`config.mk`:
```
export PLATFORM = sky130hd
export DESIGN_NAME = load_store_unit_flat
export DESIGN_NICKNAME = d
export VERILOG_FILES = /design/src/rtl/load_store_unit_pkg.sv /design/src/rtl/load_store_unit_if.sv /design/src/rtl/lsu_load_align.sv /design/src/rtl/load_store_unit.sv /design/src/flat_wrapper.sv
export SDC_FILE = /design/constraint.sdc
export NUM_CORES = 1
export LEC_CHECK = 0
export CORE_UTILIZATION = 44
export CTS_CLUSTER_SIZE = 28
export DETAILED_ROUTE_END_ITERATION = 8
export GPL_ROUTABILITY_DRIVEN = 0
export GPL_TIMING_DRIVEN = 0
export PLACE_DENSITY = 0.84
export SLEW_MARGIN = 20
export SYNTH_ARGS = -nofsm -noshare
export SYNTH_HDL_FRONTEND = slang
export SYNTH_HIERARCHICAL = 1
export SYNTH_SLANG_ARGS = --single-unit
```
`constraint.sdc`:
```
create_clock -name clk -period 2.7 [get_ports clk]
set_clock_uncertainty 0.1 [all_clocks]
set_input_delay 0.81 -clock clk [delete_from_list [all_inputs] [get_ports clk]]
set_output_delay 0.81 -clock clk [all_outputs]
set_load 0.01 [all_outputs]
```
`src/rtl/load_store_unit_pkg.sv`:
```
// Shared definitions for the load/store unit: op encodings, fault codes,
// FSM state type and small op-decoding helpers.
package lsu_pkg;

    localparam logic [2:0] OP_LB  = 3'b000;
    localparam logic [2:0] OP_LBU = 3'b001;
    localparam logic [2:0] OP_LH  = 3'b010;
    localparam logic [2:0] OP_LHU = 3'b011;
    localparam logic [2:0] OP_LW  = 3'b100;
    localparam logic [2:0] OP_SB  = 3'b101;
    localparam logic [2:0] OP_SH  = 3'b110;
    localparam logic [2:0] OP_SW  = 3'b111;

    localparam logic [1:0] FAULT_NONE     = 2'b00;
    localparam logic [1:0] FAULT_MISALIGN = 2'b01;
    localparam logic [1:0] FAULT_TIMEOUT  = 2'b10;

    typedef logic [1:0] state_t;
    localparam state_t S_IDLE   = 2'd0;
    localparam state_t S_ACCESS = 2'd1;
    localparam state_t S_RESP   = 2'd2;

    localparam logic [1:0] SZ_BYTE = 2'd0;
    localparam logic [1:0] SZ_HALF = 2'd1;
    localparam logic [1:0] SZ_WORD = 2'd2;

    function automatic logic [1:0] op_size(input logic [2:0] op);
        case (op)
            OP_LB, OP_LBU, OP_SB: return SZ_BYTE;
            OP_LH, OP_LHU, OP_SH: return SZ_HALF;
            default:              return SZ_WORD;
        endcase
    endfunction

    function automatic logic is_store(input logic [2:0] op);
        return (op == OP_SB) || (op == OP_SH) || (op == OP_SW);
    endfunction

    function automatic logic misaligned(input logic [2:0] op, input logic [1:0] off);
        case (op_size(op))
            SZ_HALF: return off[0];
            SZ_WORD: return |off;
            default: return 1'b0;
        endcase
    endfunction

endpackage

```
`src/rtl/load_store_unit_if.sv`:
```
// Request/response and memory-bus signals of the load/store unit.
// slave = the LSU's view, master = the requester/memory side.
interface load_store_unit_if #(parameter int ADDR_W = 32);
    logic              start;
    logic [2:0]        op;
    logic [ADDR_W-1:0] addr;
    logic [31:0]       wdata;
    logic              busy;
    logic              done;
    logic [31:0]       rdata;
    logic [1:0]        fault;
    logic              mem_req;
    logic              mem_we;
    logic [3:0]        mem_be;
    logic [ADDR_W-1:0] mem_addr;
    logic [31:0]       mem_wdata;
    logic [31:0]       mem_rdata;
    logic              mem_ack;

    modport slave (
        input  start, op, addr, wdata, mem_rdata, mem_ack,
        output busy, done, rdata, fault, mem_req, mem_we, mem_be, mem_addr, mem_wdata
    );

    modport master (
        output start, op, addr, wdata, mem_rdata, mem_ack,
        input  busy, done, rdata, fault, mem_req, mem_we, mem_be, mem_addr, mem_wdata
    );
endinterface

```
`src/rtl/lsu_load_align.sv`:
```
// Combinational load aligner: moves the addressed lane down to bit 0 and
// sign/zero-extends it according to the load op. Stores produce 0.
module lsu_load_align
    import lsu_pkg::*;
(
    input  logic [31:0] mem_rdata,
    input  logic [2:0]  op,
    input  logic [1:0]  offset,
    output logic [31:0] result
);
    logic [31:0] shifted;

    assign shifted = mem_rdata >> {offset, 3'b000};

    always_comb begin
        result = '0;
        case (op)
            OP_LB:  result = {{24{shifted[7]}}, shifted[7:0]};
            OP_LBU: result = {24'd0, shifted[7:0]};
            OP_LH:  result = {{16{shifted[15]}}, shifted[15:0]};
            OP_LHU: result = {16'd0, shifted[15:0]};
            OP_LW:  result = mem_rdata;
            default: result = '0;
        endcase
    end
endmodule

```
`src/rtl/load_store_unit.sv`:
```
// Single-outstanding load/store unit: IDLE -> ACCESS -> RESP with bus timeout.
// Define LSU_MISALIGN_TRAP_EN to fault misaligned requests instead of aligning them.
module load_store_unit
    import lsu_pkg::*;
#(
    parameter int ADDR_W      = 32,
    parameter int TIMEOUT_CYC = 15
) (
    input  logic              clk,
    input  logic              reset,
    load_store_unit_if.slave  bus
);
    localparam logic [7:0] TO_LIM = 8'(TIMEOUT_CYC);

    state_t            state_q, state_d;
    logic [2:0]        op_q, op_d;
    logic [1:0]        off_q, off_d;
    logic              we_q, we_d;
    logic [3:0]        be_q, be_d;
    logic [ADDR_W-1:0] maddr_q, maddr_d;
    logic [31:0]       wdat_q, wdat_d;
    logic [7:0]        cnt_q, cnt_d;
    logic [31:0]       rdata_q, rdata_d;
    logic [1:0]        fault_q, fault_d;

    logic [1:0]  req_sz, aoff;
    logic [3:0]  req_be;
    logic [31:0] req_wd;
    logic        trap;
    logic [31:0] ld_result;

    lsu_load_align u_align (
        .mem_rdata (bus.mem_rdata),
        .op        (op_q),
        .offset    (off_q),
        .result    (ld_result)
    );

    assign req_sz = op_size(bus.op);

`ifdef LSU_MISALIGN_TRAP_EN
    assign trap = misaligned(bus.op, bus.addr[1:0]);
    assign aoff = bus.addr[1:0];
`else
    // Offending low bits are dropped so the access always proceeds aligned.
    assign trap = 1'b0;
    assign aoff = (req_sz == SZ_WORD) ? 2'b00 :
                  (req_sz == SZ_HALF) ? {bus.addr[1], 1'b0} : bus.addr[1:0];
`endif

    always_comb begin
        req_be = 4'b1111;
        req_wd = bus.wdata;
        case (req_sz)
            SZ_BYTE: begin req_be = 4'b0001 << aoff; req_wd = {4{bus.wdata[7:0]}};  end
            SZ_HALF: begin req_be = 4'b0011 << aoff; req_wd = {2{bus.wdata[15:0]}}; end
            default: ;
        endcase
    end

    always_comb begin
        state_d = state_q;
        op_d    = op_q;
        off_d   = off_q;
        we_d    = we_q;
        be_d    = be_q;
        maddr_d = maddr_q;
        wdat_d  = wdat_q;
        cnt_d   = cnt_q;
        rdata_d = rdata_q;
        fault_d = fault_q;
        case (state_q)
            S_IDLE: if (bus.start) begin
                op_d  = bus.op;
                off_d = aoff;
                if (trap) begin
                    state_d = S_RESP;
                    fault_d = FAULT_MISALIGN;
                    rdata_d = '0;
                end else begin
                    state_d = S_ACCESS;
                    we_d    = is_store(bus.op);
                    be_d    = req_be;
                    maddr_d = {bus.addr[ADDR_W-1:2], 2'b00};
                    wdat_d  = is_store(bus.op) ? req_wd : '0;
                    cnt_d   = '0;
                end
            end
            S_ACCESS: begin
                // Ack wins over a timeout landing in the same cycle.
                if (bus.mem_ack || (cnt_q + 8'd1 == TO_LIM)) begin
                    state_d = S_RESP;
                    rdata_d = bus.mem_ack ? ld_result : '0;
                    fault_d = bus.mem_ack ? FAULT_NONE : FAULT_TIMEOUT;
                    we_d    = 1'b0;
                    be_d    = '0;
                    maddr_d = '0;
                    wdat_d  = '0;
                    cnt_d   = '0;
                end else begin
                    cnt_d = cnt_q + 8'd1;
                end
            end
            S_RESP: begin
                state_d = S_IDLE;
                rdata_d = '0;
                fault_d = FAULT_NONE;
            end
            default: state_d = S_IDLE;
        endcase
    end

    always_ff @(posedge clk) begin
        if (reset) begin
            state_q <= S_IDLE;
            op_q    <= '0;
            off_q   <= '0;
            we_q    <= 1'b0;
            be_q    <= '0;
            maddr_q <= '0;
            wdat_q  <= '0;
            cnt_q   <= '0;
            rdata_q <= '0;
            fault_q <= FAULT_NONE;
        end else begin
            state_q <= state_d;
            op_q    <= op_d;
            off_q   <= off_d;
            we_q    <= we_d;
            be_q    <= be_d;
            maddr_q <= maddr_d;
            wdat_q  <= wdat_d;
            cnt_q   <= cnt_d;
            rdata_q <= rdata_d;
            fault_q <= fault_d;
        end
    end

    assign bus.busy      = (state_q != S_IDLE);
    assign bus.done      = (state_q == S_RESP);
    assign bus.mem_req   = (state_q == S_ACCESS);
    assign bus.rdata     = rdata_q;
    assign bus.fault     = fault_q;
    assign bus.mem_we    = we_q;
    assign bus.mem_be    = be_q;
    assign bus.mem_addr  = maddr_q;
    assign bus.mem_wdata = wdat_q;
endmodule

```
`src/flat_wrapper.sv`:
```
// flat-port wrapper written by rule: the top's interface ports become plain ports
module load_store_unit_flat import lsu_pkg::*;
#(
    parameter int ADDR_W      = 32,
    parameter int TIMEOUT_CYC = 15
)
  (clk, reset, bus_start, bus_op, bus_addr, bus_wdata, bus_mem_rdata, bus_mem_ack, bus_busy, bus_done, bus_rdata, bus_fault, bus_mem_req, bus_mem_we, bus_mem_be, bus_mem_addr, bus_mem_wdata);
  load_store_unit_if #(.ADDR_W(ADDR_W)) bus_i ();
  input  logic clk;
  input  logic reset;
  input wire logic [$bits(bus_i.start)-1:0] bus_start;
  input wire logic [$bits(bus_i.op)-1:0] bus_op;
  input wire logic [$bits(bus_i.addr)-1:0] bus_addr;
  input wire logic [$bits(bus_i.wdata)-1:0] bus_wdata;
  input wire logic [$bits(bus_i.mem_rdata)-1:0] bus_mem_rdata;
  input wire logic [$bits(bus_i.mem_ack)-1:0] bus_mem_ack;
  output wire logic [$bits(bus_i.busy)-1:0] bus_busy;
  output wire logic [$bits(bus_i.done)-1:0] bus_done;
  output wire logic [$bits(bus_i.rdata)-1:0] bus_rdata;
  output wire logic [$bits(bus_i.fault)-1:0] bus_fault;
  output wire logic [$bits(bus_i.mem_req)-1:0] bus_mem_req;
  output wire logic [$bits(bus_i.mem_we)-1:0] bus_mem_we;
  output wire logic [$bits(bus_i.mem_be)-1:0] bus_mem_be;
  output wire logic [$bits(bus_i.mem_addr)-1:0] bus_mem_addr;
  output wire logic [$bits(bus_i.mem_wdata)-1:0] bus_mem_wdata;
  assign bus_i.start = bus_start;
  assign bus_i.op = bus_op;
  assign bus_i.addr = bus_addr;
  assign bus_i.wdata = bus_wdata;
  assign bus_i.mem_rdata = bus_mem_rdata;
  assign bus_i.mem_ack = bus_mem_ack;
  assign bus_busy = bus_i.busy;
  assign bus_done = bus_i.done;
  assign bus_rdata = bus_i.rdata;
  assign bus_fault = bus_i.fault;
  assign bus_mem_req = bus_i.mem_req;
  assign bus_mem_we = bus_i.mem_we;
  assign bus_mem_be = bus_i.mem_be;
  assign bus_mem_addr = bus_i.mem_addr;
  assign bus_mem_wdata = bus_i.mem_wdata;
  load_store_unit #(.ADDR_W(ADDR_W), .TIMEOUT_CYC(TIMEOUT_CYC)) u_core (.clk(clk), .reset(reset), .bus(bus_i));
endmodule
```
# After elaboration in Yosys (flattened, before gate mapping)
# Cells that the tools add are included.
[word_totals]
in_bits = 103
regBits = 118
[op_classes]
muxes = 30
reduce_logical = 17
n_eq_ne = 17
n_shift = 3
n_addsub = 1
[op_table]
columns = ["operator", "count"]
rows = [
  ["case mux 32 bit (2 select lines)", 4],
  ["2-to-1 mux 32 bit", 6],
  ["case mux 32 bit (5 select lines)", 1],
  [">> shifter 32 x 5 -> 16 bit", 1],
  ["2-to-1 mux 8 bit", 2],
  ["case mux 4 bit (2 select lines)", 2],
  ["case mux 8 bit (2 select lines)", 1],
  ["== test 3 x 2 -> 1 bit, second input constant", 4],
  ["== test 3 bit, second input constant", 4],
  ["case mux 2 bit (2 select lines)", 3],
  ["2-to-1 mux 2 bit", 5],
  ["adder 8 x 1 -> 8 bit, second input constant", 1],
  ["== test 8 x 4 -> 1 bit, second input constant", 1],
  ["2-to-1 mux 4 bit", 2],
  ["AND reduction 2 bit", 4],
  ["== test 3 x 1 -> 1 bit, second input constant", 2],
  ["zero test 3 bit", 2],
  ["nonzero test 2 bit", 3],
  ["OR reduction 3 bit", 2],
  ["== test 2 x 1 -> 1 bit, second input constant", 2],
  ["== test 2 bit, second input constant", 2],
  ["zero test 2 bit", 2],
  ["left shift 1 x 2 -> 4 bit, first input constant", 1],
  ["left shift 2 x 2 -> 4 bit, first input constant", 1],
  ["6 further kinds", 10],
]

# Depth between registers and ports, before layout
# Gate-level depths: netlist of run 1.
[logic_depth]
ltp_word = 10
mapped_depth = 8
ltp_nobuf = 5

# Modules after synthesis
# The synthesis of run 1 kept the hierarchy.
[modules_own_cells]
columns = ["module", "seq_area_each_um2", "area_each_um2", "instances", "cells_per_inst"]
rows = [
  ["load_store_unit", 2302.2, 4578.1, 1, 482],
  ["lsu_load_align", 0.0, 830.8, 1, 113],
]

# Worst setup path after synthesis of run 1
# OpenSTA, ideal clock, no wires.
[synth_path]
kind = "input port to flip-flop"
startpoint = "input port bus_mem_rdata[31]"
endpoint = "register u_core.rdata_q[10] (netlist: u_core/bus.rdata[10])"
slack_ns = 0.451
arrival_ns = 2.021
stages = 6
path_cell_list = "mux4_2 > and2_4 > buf_6 > a221o_1 > a22oi_1 > o21ai_0"
[synth_via]
elab_chain_cells = 5
[synth_lines]
columns = ["element", "line_no", "rtl"]
rows = [
  ["start: declaration", "flat_wrapper.sv:15", "input wire logic [$bits(bus_i.mem_rdata)-1:0] bus_mem_rdata;"],
  [">> shifter 32 x 5 -> 16 bit", "lsu_load_align.sv:13", "assign shifted = mem_rdata >> {offset, 3'b000};"],
  ["case mux 32 bit (5 select lines)", "lsu_load_align.sv:17", "case (op)"],
  ["via u_core.ld_result[10]", "load_store_unit.sv:30", "logic [31:0] ld_result;"],
  ["2-to-1 mux 32 bit", "load_store_unit.sv:93", "rdata_d = bus.mem_ack ? ld_result : '0;"],
  ["2-to-1 mux 32 bit", "load_store_unit.sv:91", "if (bus.mem_ack || (cnt_q + 8'd1 == TO_LIM)) begin"],
  ["case mux 32 bit (2 select lines)", "load_store_unit.sv:72", "case (state_q)"],
  ["end signal: assignment", "load_store_unit.sv:134", "rdata_q <= rdata_d;"],
  ["end: declaration", "load_store_unit.sv:23", "logic [31:0] rdata_q, rdata_d;"],
]
# The timed path passes the listed nets, and every way through them passes these cells. The select of a mux whose other input is x is not followed.
# A chain may end at the register's enable or synchronous reset.

# Worst setup path in the final report of run 1
[layout_path]
startpoint = "register u_core.state_q[0]"
endpoint = "output port bus_mem_req"
[layout_via]
elab_chain_cells = 1
[layout_lines]
columns = ["element", "line_no", "rtl"]
rows = [
  ["start: declaration", "load_store_unit.sv:15", "state_t state_q, state_d;"],
  ["start signal: assignment", "load_store_unit.sv:126", "state_q <= state_d;"],
  ["== test 2 x 1 -> 1 bit", "load_store_unit.sv:141", "assign bus.mem_req = (state_q == S_ACCESS);"],
  ["end: declaration", "flat_wrapper.sv:21", "output wire logic [$bits(bus_i.mem_req)-1:0] bus_mem_req;"],
]
# Every way passes these cells.

==> PnR_summary.wiki, run 1 <==
{| class="wikitable"
! Metric !! Value
|-
| Share of total power consumed by net switching || 0.2542
|-
| Final hold violation count || 0
|-
| Cell row count || 40
|-
| DRT iter0 DRCs || approximately 670
|-
| Origin of the critical flop-to-flop path || u_core/state_q[1]$_SDFFE_PP0P_
|-
| Peak Freq || 378.3 MHz
|-
| Final routed wire length divided by cell count || 18.71 um
|-
| FF+latch count, synth || approximately 120
|-
| Most used routing layer || met2
|-
| Crit path buf inv count || 3
|-
| Antenna violations before repair || 0
|-
| Category of the worst setup path capture point || output port
|-
| Mean cell area of the mapped netlist || 9.091 um2
|-
| Master of the slowest instance on the critical path || dfxtp_1
|-
| Count of hold-fix buffers inserted at cts || 0
|-
| Post-synthesis instance area || around 0.0054 mm2
|-
| Count of vias placed by the detailed router || between 5,000 and 6,000
|-
| Fraction of final layout cells with drive strength greater than 1 || 0.09364
|-
| Placed cells || between 900 and 1,000
|-
| Global-route wire length before repair || 28.74 mm
|-
| Top cells by count, synth || dfxtp_1, nand2_1, o21ai_0
|-
| Vias in the first global route || 5,713
|-
| Global routing usage on met1 || 0.3166
|-
| Accumulated negative setup slack || 0 ns
|-
| GR Overflow Total || 0
|-
| Maximum level of the CTS H-tree || 4
|-
| Setup violation total in the final timing report || 0
|-
| Post-layout min period || roughly 2.6 ns
|-
| Number of pins with negative max-slew slack in the final report || 0
|-
| Cells traversed along the worst timing path || nand2b_1 -> inv_2 -> clkbuf_4 -> dlygate4sd2_1
|-
| Internal power || slightly below 4 mW
|-
| Top cell type by total area after synthesis || dfxtp_1
|-
| Power share of the combinational group || 0.174
|-
| Period utilization || 0.9791
|-
| Number of cells on the worst reg-to-reg path || 6
|-
| Result of the run || completed
|-
| Die ar. || roughly 0.013 mm2
|-
| Max FO, Critical Path || 10
|-
| Pin count of the biggest net entering global routing || 17
|-
| Data arrival time at the worst-slack endpoint || 1.73 ns
|-
| Clock buffers created by TritonCTS || 17
|-
| Top post-synthesis cells by area || dfxtp_1, a22o_1, nand2_1
|-
| Classification of the worst setup path || flip-flop to output port
|-
| Clock-pin slew on the worst setup and hold paths || 0.05 ns
|-
| Launch point of the worst path || u_core/state_q[0]$_SDFFE_PP0P_
|-
| Core outline area || 0.01201 mm2
|-
| CTS tree || yes
|-
| Share of the synthesized area in the top cell type || 0.4256
|-
| Max-capacitance violation count || 0
|-
| Termination of the worst setup path || bus_mem_req
|-
| Register area share after synthesis || 0.4256
|-
| Switching power total || between 1 and 1.5 mW
|-
| Reg power frac || 0.351
|-
| Warnings from Yosys || 6
|-
| Die span in x || between 100 and 150 um
|-
| CP peak stage delay || between 0.4 and 0.5 ns
|-
| Relative slew slack || 0.4631
|-
| Unrepaired setup endpoints after global routing || true
|-
| Worst Max-Slew Pin Slew || 0.7992 ns
|-
| Crit path depth || 4
|-
| Worst-Skew Late Latency || roughly 0.4 ns
|-
| Overall track demand over capacity in global routing || 0.2871
|-
| Synth-to-Final Area Change || 54.01%
|-
| Number of nets in the final layout || about 930
|-
| Required time of the critical path || between 1.5 and 2 ns
|-
| Most repeated cell in the gate-level netlist after synthesis || dfxtp_1
|-
| Dpl cell area || 0.007642 mm2
|-
| Via density per instance || 5.829
|-
| Ant diodes || 0
|-
| CP startpoint kind || flip-flop
|-
| Reported leakage power || approximately 3.2 nW
|-
| Top flip-flop cell by instance count after synthesis || dfxtp_1
|-
| Post-Route WL || about 18 mm
|-
| Met3 global-route usage || 0.08302
|-
| CTS Root Cell || clkbuf_16
|-
| Number of flops mapped to enable cells by yosys || 0
|-
| Max Root-Sink Buffers || 2
|-
| Initial cell density of the core || 0.4503
|-
| R2r endpoint || u_core/bus.rdata[12]$_SDFFE_PP0P_
|-
| IO buf count || 204
|-
| Clock network fraction of total power || 0.474
|-
| Maximum resistive drop on vdd || between 300 and 400 uV
|-
| Met2 GRT Util || 0.5066
|-
| Vertical extent of the die || roughly 110 um
|-
| Number of detailed-route iterations in the first pass || 5
|-
| Estimated wirelength of the detail-placed design || ~13 mm
|-
| Number of distinct library cells after synthesis || 56
|-
| P per Cell Area || between 600 and 700 mW/mm2
|-
| Number of clock sinks seen by CTS || 115
|-
| Number of nets still failing antenna checks after routing || 0
|-
| Setup slack on the worst flop-to-flop path || about 0.38 ns
|-
| Synthesized netlist cell count || 595
|-
| Total I/O pin count || 209
|-
| DRC violations left || 0
|-
| Design area || ~0.0083 mm2
|-
| Share of synthesized registers carrying an async set or reset || 0
|-
| Worst Hold Class || flip-flop to flip-flop
|-
| Final cell count without fillers || 980
|-
| Crit-path leading delay family || buffers and inverters
|}
==> how the worst min path moves through the flow <==
stage,from,slack [ns],endpoint,depth (start not counted)
finish,u_core/bus.mem_wdata[14]$_SDFFE_PP0P_,0.36,u_core/bus.mem_wdata[14]$_SDFFE_PP0P_,2
floorplan,u_core/op_q[0]$_SDFFE_PP0P_,0.34,u_core/op_q[0]$_SDFFE_PP0P_,2
global placement,u_core/bus.mem_we$_SDFFE_PP0P_,0.34,u_core/bus.mem_we$_SDFFE_PP0P_,1
global route,u_core/bus.mem_wdata[21]$_SDFFE_PP0P_,0.38,u_core/bus.mem_wdata[21]$_SDFFE_PP0P_,1
CTS,u_core/bus.mem_wdata[14]$_SDFFE_PP0P_,0.36,u_core/bus.mem_wdata[14]$_SDFFE_PP0P_,2
detailed placement,u_core/bus.mem_wdata[18]$_SDFFE_PP0P_,0.35,u_core/bus.mem_wdata[18]$_SDFFE_PP0P_,1
==> worst register-to-register path: stages (launching register included) <==
cell      delay, ns
dfxtp_1        0.47
nand2b_1       0.24
inv_2          0.10
nor3_1         0.66
clkbuf_1       0.43
a22oi_1        0.14
o21ai_0        0.10
==> per-layer routing <==
layer,vias to the layer above,wire (um)
li1,2646,-
met1,2643,6966
met5,-,0
met2,364,8864
met4,0,715
met3,59,1789
==> power by group through the flow <==
stage / logic (mW) / clock network, mW / registers [mW]
2_1_floorplan: 0.397 / 0 / 1.93
3_3_place_gp: 0.880 / 0 / 1.89
4_1_cts: 0.909 / 2.53 / 1.86
6_report: 0.925 / 2.52 / 1.86
5_1_grt: 0.983 / 2.61 / 1.87
3_5_place_dp: 0.900 / 0 / 1.90
==> stage by stage <==
stage | hold WS, ns | utilization | setup slack [ns] | total power, mW
2_1_floorplan | 0.3367 | - | 0.4507 | 2.322
3_3_place_gp | 0.3363 | 0.6363 | -0.3169 | 2.772
3_5_place_dp | 0.3475 | 0.6363 | -0.3906 | 2.795
4_1_cts | 0.3599 | 0.6919 | 0.004323 | 5.300
5_1_grt | 0.3820 | 0.6935 | -0.007026 | 5.465
6_report | 0.3574 | 0.6935 | 0.05635 | 5.304
==> area by class of cell <==
| class | instances | area, um2 |
|---|---|---|
| Fill cell | 911 | 3681 |
| Multi-Input combinational cell | 412 | 2766 |
| Sequential cell | 115 | 2302 |
| Timing Repair Buffer | 204 | 2041 |
| Clock buffer | 18 | 439.2 |
| Buffer | 54 | 314.1 |
| Clock inverter | 14 | 224.0 |
| Tap cell | 147 | 183.9 |
| Inverter | 16 | 60.06 |
==> timing repair <==
| action | in CTS | in global routing |
|---|---|---|
| buffers inserted | 0 | 0 |
| endpoints found under the setup margin | 2 | 14 |
| resized for setup | 5 | 12 |
==> kinds of logic after synthesis <==
family / share of synthesized area
buffers and inverters: 0.06801
other: 0.0006933
adders and majority gates: 0.004626
muxes: 0.08073
DFF: 0.4256
and+or+nand+nor: 0.1279
AOI/OAI and AO/OA: 0.2859
xor gates and xnor gates: 0.006478
==> cells in the final DEF (no fill, tap or decap), types with 3 or more instances in the layout <==
cell type,n
inv_6,4
nand3_1,4
and3_1,4
clkbuf_1,26
mux4_2,7
nor2_1,9
bufinv_16,5
dfxtp_1,115
o211ai_1,4
buf_2,6
a21oi_1,11
xor2_1,3
clkbuf_16,17
buf_6,9
a21o_1,3
a31oi_1,19
a2111oi_1,5
a221o_1,7
nor2b_1,6
inv_1,15
clkinv_4,3
clkdlybuf4s50_1,203
mux2i_1,23
conb_1,3
buf_4,7
o2bb2ai_1,8
nor3_1,5
a22oi_1,32
a22o_1,47
nand2b_1,4
o21ai_0,66
a32o_1,4
nand2_1,103
==> registers in the layout, indices dropped and copies added, names as in the netlist <==
signal	flops
u_core/bus.mem_we	1
u_core/bus.mem_addr	30
u_core/cnt_q	8
u_core/state_q	2
u_core/op_q	3
u_core/off_q	2
u_core/bus.rdata	32
u_core/bus.fault	1
u_core/bus.mem_be	4
u_core/bus.mem_wdata	32
Power figures use the tool's default switching activity.
==> run 2, diff against run 1 <==
--- a/config.mk
+++ b/config.mk
@@ -5,6 +5,7 @@
 export SDC_FILE = /design/constraint.sdc
 export NUM_CORES = 1
 export LEC_CHECK = 0
+export ABC_CLOCK_PERIOD_IN_PS = 2700
 export CORE_UTILIZATION = 44
 export CTS_CLUSTER_SIZE = 28
 export DETAILED_ROUTE_END_ITERATION = 8
==> constraint.sdc (replaced) <==
create_clock -name clk -period 2.7 [get_ports clk]
set_clock_uncertainty 0.1 [all_clocks]
set_input_delay 0.54 -clock clk [delete_from_list [all_inputs] [get_ports clk]]
set_output_delay 0.54 -clock clk [all_outputs]
set_load 0.01 [all_outputs]
==> run 2 against run 1 <==
- cell area decreased by 0.35%
- clock-buffer cell count unchanged
- hold slack improved by 0.00090 ns
- global-route usage decreased by 0.058 points
- non-clock buffer count decreased by 1
- critical path depth decreased by 1
- worst setup slack improved by 0.024 ns
- largest power group unchanged
==> PnR_summary.wiki, run 2 (synthesis gave the netlist of run 1 again) <==
{| class="wikitable"
! Metric !! Value
|-
| Result of the run || completed
|-
| Fraction of final layout cells with drive strength greater than 1 || 0.08654
|-
| Pin count of the biggest net entering global routing || 17
|-
| GR Overflow Total || 0
|-
| Worst Hold Class || flip-flop to flip-flop
|-
| Master of the slowest instance on the critical path || clkdlybuf4s50_1
|-
| Setup violation total in the final timing report || 0
|-
| Commonest non-fill, non-tap cell in the layout || clkdlybuf4s50_1
|-
| Detailed-route wire length on metal 1 || a little under 7 mm
|-
| Max FO, Critical Path || 15
|-
| Classification of the worst setup path || flip-flop to output port
|-
| DRT iter0 DRCs || between 600 and 700
|-
| Total I/O pin count || 209
|-
| Maximum level of the CTS H-tree || 4
|-
| Filler instances || ~920
|-
| Core outline area || 0.01201 mm2
|-
| Met3 routed WL || 1.810 mm
|-
| Final routed wire length divided by cell count || approximately 19 um
|-
| Synth-to-Final Area Change || 53.48%
|-
| Peak Freq || about 380 MHz
|-
| Global-route wire length before repair || between 20 and 30 mm
|-
| Number of detailed-route iterations in the first pass || 5
|-
| Number of nets still failing antenna checks after routing || 0
|-
| Clock-pin slew on the worst setup and hold paths || roughly 0.060 ns
|-
| Die span in x || 112.9 um
|-
| Top sig layer || met4
|-
| Number of clock sinks seen by CTS || approximately 120
|-
| CP startpoint kind || flip-flop
|-
| DRC violations left || 0
|-
| Detailed route wirelength on metal2 || roughly 8.9 mm
|-
| Count of vias placed by the detailed router || between 5,000 and 6,000
|-
| Number of nets in the final layout || just over 900
|-
| Count of hold-fix buffers inserted at cts || 0
|-
| Initial cell density of the core || 0.4503
|-
| Relative slew slack || 0.4451
|-
| Maximum resistive drop on vdd || between 300 and 400 uV
|-
| Final hold violation count || 0
|-
| CP peak stage delay || around 0.63 ns
|-
| Overall power || roughly 5.3 mW
|-
| Highest-count cells in the layout ignoring fill and taps || clkdlybuf4s50_1, dfxtp_1, nand2_1
|-
| Worst Max-Slew Pin Slew || 0.8114 ns
|-
| Via density per instance || around 5.9
|-
| Required time of the critical path || between 2 and 2.5 ns
|-
| Die ar. || roughly 0.013 mm2
|-
| Overall track demand over capacity in global routing || 0.2865
|-
| Max-capacitance violation count || 0
|-
| Ant diodes || 0
|-
| Period utilization || 0.9703
|-
| Cell row count || 40
|-
| Number of pins with negative max-slew slack in the final report || 0
|-
| Max Root-Sink Buffers || 2
|-
| Post-layout min period || about 2.6 ns
|-
| Reported leakage power || 3.144 nW
|-
| Data arrival time at the worst-slack endpoint || 1.98 ns
|-
| Number of resized instances in the post-cts repair step || 0
|-
| Clock buffers created by TritonCTS || 17
|-
| Worst-Skew Late Latency || just over 0.4 ns
|-
| Post-Route WL || 18.19 mm
|-
| Antenna violations before repair || 0
|-
| IO buf count || around 200
|-
| Accumulated negative setup slack || 0 ns
|-
| Cells traversed along the worst timing path || nand2b_1 -> inv_1 -> clkdlybuf4s50_1
|-
| Unrepaired setup endpoints after global routing || false
|-
| Count of buffers added by post-CTS timing repair for setup || 0
|-
| Vertical extent of the die || about 110 um
|-
| Vias in the first global route || between 5,000 and 6,000
|-
| CTS Root Cell || clkbuf_16
|-
| CTS tree || yes
|-
| Category of the worst setup path capture point || output port
|-
| Estimated wirelength of the detail-placed design || ~13 mm
|-
| P per Cell Area || between 600 and 700 mW/mm2
|}
run 2: final timing paths:
check                                                             end                                   from  cells past startpoint  slack [ns]
worst max-delay path                                      bus_mem_req         u_core/state_q[1]$_SDFFE_PP0P_                      3        0.08
worst min-delay path            u_core/bus.mem_wdata[14]$_SDFFE_PP0P_  u_core/bus.mem_wdata[14]$_SDFFE_PP0P_                      2        0.36
worst max register to register      u_core/bus.rdata[12]$_SDFFE_PP0P_         u_core/state_q[1]$_SDFFE_PP0P_                      6        0.20
worst min register to register  u_core/bus.mem_wdata[14]$_SDFFE_PP0P_  u_core/bus.mem_wdata[14]$_SDFFE_PP0P_                      2        0.36
run 2: worst max-delay path: cells and delay by family (launching register included):
kind / cells / cell delay [ns]
buffers and inverters: 2 / 0.97
flip-flops: 1 / 0.38
AND/OR/NAND/NOR: 1 / 0.22
run 2: final cells by class:
type / instances / area (um2) / area share
Tap cell: 147 / 183.9 / 0.02216
Clock inverter: 14 / 224.0 / 0.02698
Multi-Input combinational cell: 412 / 2746 / 0.3308
Timing Repair Buffer: 204 / 2042 / 0.2460
Inverter: 16 / 60.06 / 0.007234
Sequential cell: 115 / 2302 / 0.2773
Buffer: 53 / 304.0 / 0.03662
Clock buffer: 18 / 439.2 / 0.05290
run 2: through the flow:
stage	utilization	hold WS [ns]	instance area, um2	setup WS [ns]	std cells
6_report	0.6911	0.3583	8302	0.08014	979
5_1_grt	0.6911	0.3820	8302	0.006721	979
4_1_cts	0.6911	0.3599	8302	0.09209	979
3_5_place_dp	0.6363	0.3475	7642	-0.1206	948
3_3_place_gp	0.6363	0.3363	7642	-0.04686	948
2_1_floorplan	-	0.3367	5416	0.7207	597
run 2: report_power, final:
group | internal (mW) | leakage (nW) | switching [mW] | total (mW)
clock | 1.68 | 0.322 | 0.839 | 2.52
combinational | 0.483 | 1.89 | 0.435 | 0.918
sequential | 1.79 | 0.937 | 0.0688 | 1.86
total | 3.95 | 3.14 | 1.34 | 5.30
run 2: routing by layer:
| metal | vias to the layer above | track usage |
|---|---|---|
| met5 | - | 0 |
| met4 | 0 | 0.1447 |
| met2 | 382 | 0.5049 |
| met3 | 52 | 0.08302 |
| met1 | 2655 | 0.3149 |
| li1 | 2648 | - |
==> run 3, diff against run 2 <==
==> constraint.sdc (replaced) <==
create_clock -name clk -period 2.7 [get_ports clk]
set_clock_uncertainty 0.1 [all_clocks]
set_input_delay 0.54 -clock clk [delete_from_list [all_inputs] [get_ports clk]]
set_output_delay 0.54 -clock clk [all_outputs]
set_load 0.005 [all_outputs]
==> results of run 3 <==
Same layout as run 2 (identical final DEF). Status: completed.
Among the figures that moved: setup slack after layout 0.08014 ns -> 0.1150 ns; total power 5.297 mW -> 5.260 mW; worst IR drop on VDD 392.9 uV -> 392.3 uV
